File: src/rtl/fir_cfg_pkg.sv
// FIR configuration master: shared address map, ap_ctrl bits
// and sequencer state encoding.
package fir_cfg_pkg;

  localparam logic [7:0] ADDR_CTRL = 8'h00;
  localparam logic [7:0] ADDR_LEN  = 8'h10;
  localparam logic [7:0] ADDR_TAP0 = 8'h20;

  localparam int AP_START = 0;
  localparam int AP_DONE  = 1;
  localparam int AP_IDLE  = 2;

  typedef enum logic [2:0] {
    S_IDLE,
    S_WR_LEN,
    S_WR_TAP,
    S_WR_START,
    S_RD_ADDR,
    S_RD_DATA,
    S_DONE
  } state_t;

endpackage

File: src/rtl/fir_cfg_master_if.sv
// AXI-Lite bundle between the configuration master and the FIR
// register slave.
interface fir_cfg_master_if #(
  parameter int pADDR_WIDTH = 12,
  parameter int pDATA_WIDTH = 32
);
  logic                   awvalid;
  logic                   awready;
  logic [pADDR_WIDTH-1:0] awaddr;
  logic                   wvalid;
  logic                   wready;
  logic [pDATA_WIDTH-1:0] wdata;
  logic                   arvalid;
  logic                   arready;
  logic [pADDR_WIDTH-1:0] araddr;
  logic                   rvalid;
  logic                   rready;
  logic [pDATA_WIDTH-1:0] rdata;

  modport master (
    output awvalid, awaddr, wvalid, wdata,
    output arvalid, araddr, rready,
    input  awready, wready, arready,
    input  rvalid, rdata
  );

  modport slave (
    input  awvalid, awaddr, wvalid, wdata,
    input  arvalid, araddr, rready,
    output awready, wready, arready,
    output rvalid, rdata
  );
endinterface

File: src/rtl/axil_wr_issuer.sv
// One AXI-Lite write: AW and W channels retire independently,
// complete pulses in the cycle the last one handshakes.
module axil_wr_issuer #(
  parameter int pADDR_WIDTH = 12,
  parameter int pDATA_WIDTH = 32
) (
  input  logic                   axis_clk,
  input  logic                   axis_rst_n,
  input  logic                   issue,
  input  logic [pADDR_WIDTH-1:0] addr,
  input  logic [pDATA_WIDTH-1:0] data,
  output logic                   awvalid,
  input  logic                   awready,
  output logic [pADDR_WIDTH-1:0] awaddr,
  output logic                   wvalid,
  input  logic                   wready,
  output logic [pDATA_WIDTH-1:0] wdata,
  output logic                   active,
  output logic                   complete
);

  logic aw_left;
  logic w_left;

  always_ff @(posedge axis_clk or negedge axis_rst_n) begin
    if (!axis_rst_n) begin
      awvalid <= 1'b0;
      wvalid  <= 1'b0;
      awaddr  <= '0;
      wdata   <= '0;
    end else if (issue) begin
      awvalid <= 1'b1;
      wvalid  <= 1'b1;
      awaddr  <= addr;
      wdata   <= data;
    end else begin
      if (awvalid && awready) awvalid <= 1'b0;
      if (wvalid && wready)   wvalid  <= 1'b0;
    end
  end

  assign aw_left  = awvalid && !awready;
  assign w_left   = wvalid && !wready;
  assign active   = awvalid || wvalid;
  assign complete = active && !aw_left && !w_left;

endmodule

File: src/rtl/fir_cfg_master.sv
// Programs length and taps into the FIR over AXI-Lite, starts it
// and polls ap_ctrl until ap_done.
module fir_cfg_master
  import fir_cfg_pkg::*;
#(
  parameter int pADDR_WIDTH = 12,
  parameter int pDATA_WIDTH = 32,
  parameter int pTAP_NUM    = 11
) (
  input  logic                   axis_clk,
  input  logic                   axis_rst_n,
  input  logic                   cmd_start,
  input  logic [31:0]            cmd_length,
  output logic [3:0]             tap_idx,
  input  logic [pDATA_WIDTH-1:0] tap_data,
  output logic                   busy,
  output logic                   done,
  output logic [2:0]             status,
  fir_cfg_master_if.master       axil
);

  state_t                 state_q, state_d;
  logic [31:0]            len_q;
  logic [3:0]             idx_q;
  logic [2:0]             status_q;
  logic                   issue;
  logic                   wr_act;
  logic                   wr_cmpl;
  logic                   tap_last;
  logic [7:0]             wr_off;
  logic [pDATA_WIDTH-1:0] wr_data;
  logic                   unused_rd;

  assign tap_last  = idx_q == 4'(pTAP_NUM - 1);
  assign unused_rd = ^axil.rdata[pDATA_WIDTH-1:3];

  always_comb begin
    wr_off           = ADDR_CTRL;
    wr_data          = '0;
    wr_data[AP_START] = 1'b1;
    unique case (1'b1)
      (state_q == S_WR_LEN): begin
        wr_off  = ADDR_LEN;
        wr_data = pDATA_WIDTH'(len_q);
      end
      (state_q == S_WR_TAP): begin
        wr_off  = ADDR_TAP0 + {2'b00, idx_q, 2'b00};
        wr_data = tap_data;
      end
      default: ;
    endcase
  end

  axil_wr_issuer #(
    .pADDR_WIDTH(pADDR_WIDTH),
    .pDATA_WIDTH(pDATA_WIDTH)
  ) u_wr (
    .axis_clk  (axis_clk),
    .axis_rst_n(axis_rst_n),
    .issue     (issue),
    .addr      (pADDR_WIDTH'(wr_off)),
    .data      (wr_data),
    .awvalid   (axil.awvalid),
    .awready   (axil.awready),
    .awaddr    (axil.awaddr),
    .wvalid    (axil.wvalid),
    .wready    (axil.wready),
    .wdata     (axil.wdata),
    .active    (wr_act),
    .complete  (wr_cmpl)
  );

  always_ff @(posedge axis_clk or negedge axis_rst_n) begin
    if (!axis_rst_n) begin
      state_q  <= S_IDLE;
      len_q    <= '0;
      idx_q    <= '0;
      status_q <= '0;
    end else begin
      state_q <= state_d;
      if (state_q == S_IDLE && cmd_start)
        len_q <= cmd_length;
      if (state_q == S_WR_TAP && wr_cmpl)
        idx_q <= tap_last ? 4'd0 : idx_q + 4'd1;
      if (state_q == S_RD_DATA && axil.rvalid)
        status_q <= axil.rdata[2:0];
    end
  end

  // A new write is issued only once the previous one has fully retired.
  always_comb begin
    state_d = state_q;
    issue   = 1'b0;
    unique case (state_q)
      S_IDLE:
        if (cmd_start) state_d = S_WR_LEN;
      S_WR_LEN: begin
        issue = !wr_act;
        if (wr_cmpl) state_d = S_WR_TAP;
      end
      S_WR_TAP: begin
        issue = !wr_act;
        if (wr_cmpl && tap_last) state_d = S_WR_START;
      end
      S_WR_START: begin
        issue = !wr_act;
        if (wr_cmpl) state_d = S_RD_ADDR;
      end
      S_RD_ADDR:
        if (axil.arready) state_d = S_RD_DATA;
      S_RD_DATA:
        if (axil.rvalid)
          state_d = axil.rdata[AP_DONE] ? S_DONE : S_RD_ADDR;
      S_DONE:
        state_d = S_IDLE;
      default:
        state_d = S_IDLE;
    endcase
  end

  assign axil.arvalid = state_q == S_RD_ADDR;
  assign axil.araddr  = pADDR_WIDTH'(ADDR_CTRL);
  assign axil.rready  = state_q == S_RD_DATA;
  assign busy         = state_q != S_IDLE;
  assign done         = state_q == S_DONE;
  assign status       = status_q;
  assign tap_idx      = idx_q;

endmodule

File: src/flat_wrapper.sv
// flat-port wrapper written by rule: the top's interface ports become plain ports
module fir_cfg_master_flat import fir_cfg_pkg::*;
#(
  parameter int pADDR_WIDTH = 12,
  parameter int pDATA_WIDTH = 32,
  parameter int pTAP_NUM    = 11
)
  (axis_clk, axis_rst_n, cmd_start, cmd_length, tap_idx, tap_data, busy, done, status, axil_awvalid, axil_awaddr, axil_wvalid, axil_wdata, axil_arvalid, axil_araddr, axil_rready, axil_awready, axil_wready, axil_arready, axil_rvalid, axil_rdata);
  fir_cfg_master_if #(.pADDR_WIDTH(pADDR_WIDTH), .pDATA_WIDTH(pDATA_WIDTH)) axil_i ();
  input  logic axis_clk;
  input  logic axis_rst_n;
  input  logic cmd_start;
  input  logic [31:0] cmd_length;
  output logic [3:0] tap_idx;
  input  logic [pDATA_WIDTH-1:0] tap_data;
  output logic busy;
  output logic done;
  output logic [2:0] status;
  output wire logic [$bits(axil_i.awvalid)-1:0] axil_awvalid;
  output wire logic [$bits(axil_i.awaddr)-1:0] axil_awaddr;
  output wire logic [$bits(axil_i.wvalid)-1:0] axil_wvalid;
  output wire logic [$bits(axil_i.wdata)-1:0] axil_wdata;
  output wire logic [$bits(axil_i.arvalid)-1:0] axil_arvalid;
  output wire logic [$bits(axil_i.araddr)-1:0] axil_araddr;
  output wire logic [$bits(axil_i.rready)-1:0] axil_rready;
  input wire logic [$bits(axil_i.awready)-1:0] axil_awready;
  input wire logic [$bits(axil_i.wready)-1:0] axil_wready;
  input wire logic [$bits(axil_i.arready)-1:0] axil_arready;
  input wire logic [$bits(axil_i.rvalid)-1:0] axil_rvalid;
  input wire logic [$bits(axil_i.rdata)-1:0] axil_rdata;
  assign axil_awvalid = axil_i.awvalid;
  assign axil_awaddr = axil_i.awaddr;
  assign axil_wvalid = axil_i.wvalid;
  assign axil_wdata = axil_i.wdata;
  assign axil_arvalid = axil_i.arvalid;
  assign axil_araddr = axil_i.araddr;
  assign axil_rready = axil_i.rready;
  assign axil_i.awready = axil_awready;
  assign axil_i.wready = axil_wready;
  assign axil_i.arready = axil_arready;
  assign axil_i.rvalid = axil_rvalid;
  assign axil_i.rdata = axil_rdata;
  fir_cfg_master #(.pADDR_WIDTH(pADDR_WIDTH), .pDATA_WIDTH(pDATA_WIDTH), .pTAP_NUM(pTAP_NUM)) u_core (.axis_clk(axis_clk), .axis_rst_n(axis_rst_n), .cmd_start(cmd_start), .cmd_length(cmd_length), .tap_idx(tap_idx), .tap_data(tap_data), .busy(busy), .done(done), .status(status), .axil(axil_i));
endmodule
File: config.mk
export PLATFORM = sky130hd
export DESIGN_NAME = fir_cfg_master_flat
export DESIGN_NICKNAME = d
export VERILOG_FILES = /design/src/rtl/fir_cfg_pkg.sv /design/src/rtl/fir_cfg_master_if.sv /design/src/rtl/axil_wr_issuer.sv /design/src/rtl/fir_cfg_master.sv /design/src/flat_wrapper.sv
export SDC_FILE = /design/constraint.sdc
export NUM_CORES = 1
export LEC_CHECK = 0
export BUFFER_PORTS_ARGS = -buffer_cell sky130_fd_sc_hd__buf_2
export CORE_MARGIN = 5
export CORE_UTILIZATION = 45
export CTS_CLUSTER_SIZE = 20
export DETAILED_ROUTE_END_ITERATION = 10
export HOLD_SLACK_MARGIN = 0.06
export PLACE_DENSITY = 0.76
export SETUP_SLACK_MARGIN = 0.02
export SLEW_MARGIN = 20
export SYNTH_ARGS = -nofsm -noshare
export SYNTH_HDL_FRONTEND = slang
export SYNTH_SLANG_ARGS = --single-unit
File: constraint.sdc
create_clock -name axis_clk -period 1.75 [get_ports axis_clk]
set_input_delay 0.35 -clock axis_clk [delete_from_list [all_inputs] [get_ports axis_clk]]
set_output_delay 0.35 -clock axis_clk [all_outputs]
set_load 0.05 [all_outputs]
==> results.json <==
{
  "diodes": 0,
  "place_congestion": 0.7715,
  "die_w_um": 99.04,
  "antenna_found_initial": 1,
  "yosysSeqAreaShare": 0.5682,
  "cp_data_required_time_ns": 1.40,
  "grt_use_met2": 0.2893,
  "period_needed_ns": 1.715,
  "worst_setup_path_end_kind": "primary output",
  "timing.final.crit_share": 0.9798,
  "crit_chain": "buf_6, nor2b_4, and2_4, buf_8",
  "fin_skew_ns": 0.01283,
  "max_cap_violations": 0,
  "synth_cells": 311,
  "grt_use_total": 0.1756,
  "min_path_cells": 2,
  "critPathMaxStageDelay_ns": 0.45,
  "crit_fanout": 5,
  "clock-root-buffer": "clkbuf_8",
  "ys.flop_type": "dfrtp_1",
  "reg2reg_from": "u_core.state_q[0]",
  "holdPathEnd": "u_core.u_wr.wvalid",
  "final_area_um2": 4639,
  "initial_core_util": 0.4616,
  "path_clk_slew_ns": 0.08,
  "status": "finished clean",
  "cts_tree": "built",
  "cts.sinks": 81,
  "synth_top_area_share": 0.5682,
  "clk_path_buf_depth": 2,
  "fin_ws_ns": 0.03529,
  "yosys_warnings": 0,
  "use_met3": 0.08351,
  "crit_path_start": "u_core.state_q[0]",
  "grt_remaining_overflow": 0,
  "rr_endpoint": "u_core.len_q[17]",
  "portBuffers": 123,
  "clk_latency_ns": 0.35,
  "die-height_um": 99.04,
  "cts_max_level": 3,
  "core-area_um2": 7727,
  "via_count": 2755,
  "grt_pass1_vias": 2880,
  "hold_start": "axil_wready",
  "post-dp-hpwl_um": 5986,
  "path_class": "flip-flop to primary output",
  "setup_violations": 0,
  "syn_area_per_cell_um2": 11.47,
  "vias_per_cell": 5.009,
  "cpMaxStageDelayCell": "dfrtp_2",
  "total_power_mw": 9.273,
  "rsz0062_at_grt": "true",
  "grt_first_pass_wirelength_um": 13860,
  "cts_buffers": 9,
  "synth-async-reset-ratio": 1.000,
  "fp.dieArea_um2": 9808,
  "drtIter0Drc": 75,
  "antenna_left": 0,
  "min_path_type": "input port to flip-flop",
  "vdd_ir_drop_max_uv": 1016,
  "first_pass_iters": 4,
  "arrival_ns": 1.36,
  "r2r_slack_ns": 0.07,
  "busiest_layer": "met2",
  "whs_ns": 0.1943,
  "routed_wl_um": 8445,
  "layout-drive-gt1-share": 0.4710,
  "drc": 0,
  "yosysTopAreaCell": "dfrtp_1",
  "final-hold-violation-count": 0,
  "cp-start-kind": "flip-flop",
  "reg2reg_depth": 5,
  "p_per_area_nw_per_um2": 1999,
  "pre_cts_slack_ns": 0.09529,
  "maxSlewViolCount": 0,
  "syn_area_um2": 3567,
  "rows": 32,
  "grt_max_degree": 64,
  "yosys.cell_types.count": 32,
  "ys_ff_latch": 81,
  "met1_usage": 0.2058,
  "synthTopCellsByArea": "dfrtp_1, mux2_2, a22oi_1",
  "areaGrowthSynthToFinish_pct": 30.06,
  "power.leakage_nw": 2.256,
  "drt-wirelength-per-cell_um": 15.35,
  "place_area_um2": 4328,
  "max_freq_ghz": 0.5832,
  "ios": 172,
  "nets": 546,
  "synth-edff-count": 0
}
-- per-layer routing --
metal  part of all wire  vias to the layer above
met5            0.00083                        -
met3               0.11                       11
met1               0.41                     1321
met4              0.011                        2
met2               0.47                      103
li1                   -                     1318
-- critical path: cells and delay by family, from the launching register on --
kind | cells | cell delay (ns)
buffers and inverters | 2 | 0.28
flip-flops | 1 | 0.45
AND/OR/NAND/NOR | 2 | 0.30
-- repair_timing --
| action | in CTS | in global routing |
|---|---|---|
| gates resized for setup | 11 | 7 |
| endpoints found under the setup margin | 4 | 3 |
| setup buffers | 5 | 2 |
| hold endpoints to repair | 18 | 0 |
| hold buffers | 1 | 0 |
| pin swaps | 1 | 1 |
-- registers in the layout, summed over array words and instances, names as in the netlist --
name / flops
u_core.len_q: 32
u_core.u_wr.wdata: 32
u_core.u_wr.awaddr: 5
u_core.tap_idx: 4
u_core.state_q: 3
u_core.status: 3
u_core.u_wr.awvalid: 1
u_core.u_wr.wvalid: 1
-- layout by cell type (no fill, tap or decap), types with 2 or more instances in the layout --
cell | netlist | final
clkinv_4 | 0 | 2
inv_1 | 3 | 3
nand2b_2 | 0 | 2
o22ai_1 | 2 | 2
a21oi_1 | 4 | 4
dfrtp_2 | 0 | 5
dfrtp_1 | 81 | 76
nor2b_1 | 4 | 3
o21ai_0 | 27 | 27
nand3_1 | 3 | 3
nand2b_1 | 5 | 3
mux2_2 | 36 | 36
buf_6 | 0 | 3
nand2_1 | 37 | 37
nor2_1 | 4 | 2
conb_1 | 1 | 19
buf_2 | 11 | 118
buf_4 | 21 | 16
clkbuf_8 | 0 | 9
o21ai_1 | 10 | 10
clkinvlp_4 | 0 | 3
a22o_1 | 5 | 5
buf_12 | 0 | 5
a22oi_1 | 32 | 32
-- worst max path at each step --
| stage | to |
|---|---|
| 2_1_floorplan | axil_arvalid |
| 3_5_place_dp | done |
| 6_report | done |
| 3_3_place_gp | done |
| 5_1_grt | done |
| 4_1_cts | done |
-- synthesized netlist by cell type (5+ instances only) --
cell      instances
dfrtp_1          81
nand2_1          37
mux2_2           36
a22oi_1          32
o21ai_0          27
buf_4            21
buf_2            11
o21ai_1          10
clkbuf_1          9
a22o_1            5
nand2b_1          5
-- report_power, final --
group | switching (mW) | internal [mW]
Clock | 0.720 | 0.669
Combinational | 2.99 | 1.74
Sequential | 0.485 | 2.67
Total | 4.20 | 5.08
-- through the flow --
step	TNS (ns)	utilization	cells
after floorplan	0	-	329
after global placement	0	0.5601	526
after detailed placement	0	0.5601	526
after CTS	-0.002837	0.5962	548
after global routing	-0.02480	0.6004	550
final	0	0.6004	550
-- final cells by class --
cell class | count | area, um^2
multi-input combinational | 204 | 1395
timing repair buffer | 144 | 869.6
tap | 102 | 127.6
clock buffer | 9 | 123.9
fill | 645 | 3088
sequential | 81 | 2033
clock inverter | 7 | 78.83
inverter | 3 | 11.26
-- cell families (layout without fill, tap and decap cells) --
| kind of cell | after synthesis | in the layout | synth area share |
|---|---|---|---|
| xor gates and xnor gates | 2 | 2 | 0.004911 |
| DFF | 81 | 81 | 0.5682 |
| muxes | 39 | 39 | 0.1238 |
| buffers and inverters | 44 | 163 | 0.07225 |
| other | 1 | 19 | 0.001051 |
| AOI/OAI and AO/OA | 82 | 82 | 0.1456 |
| and+or+nand+nor | 62 | 62 | 0.08418 |
(Power assumes the default switching activity.)
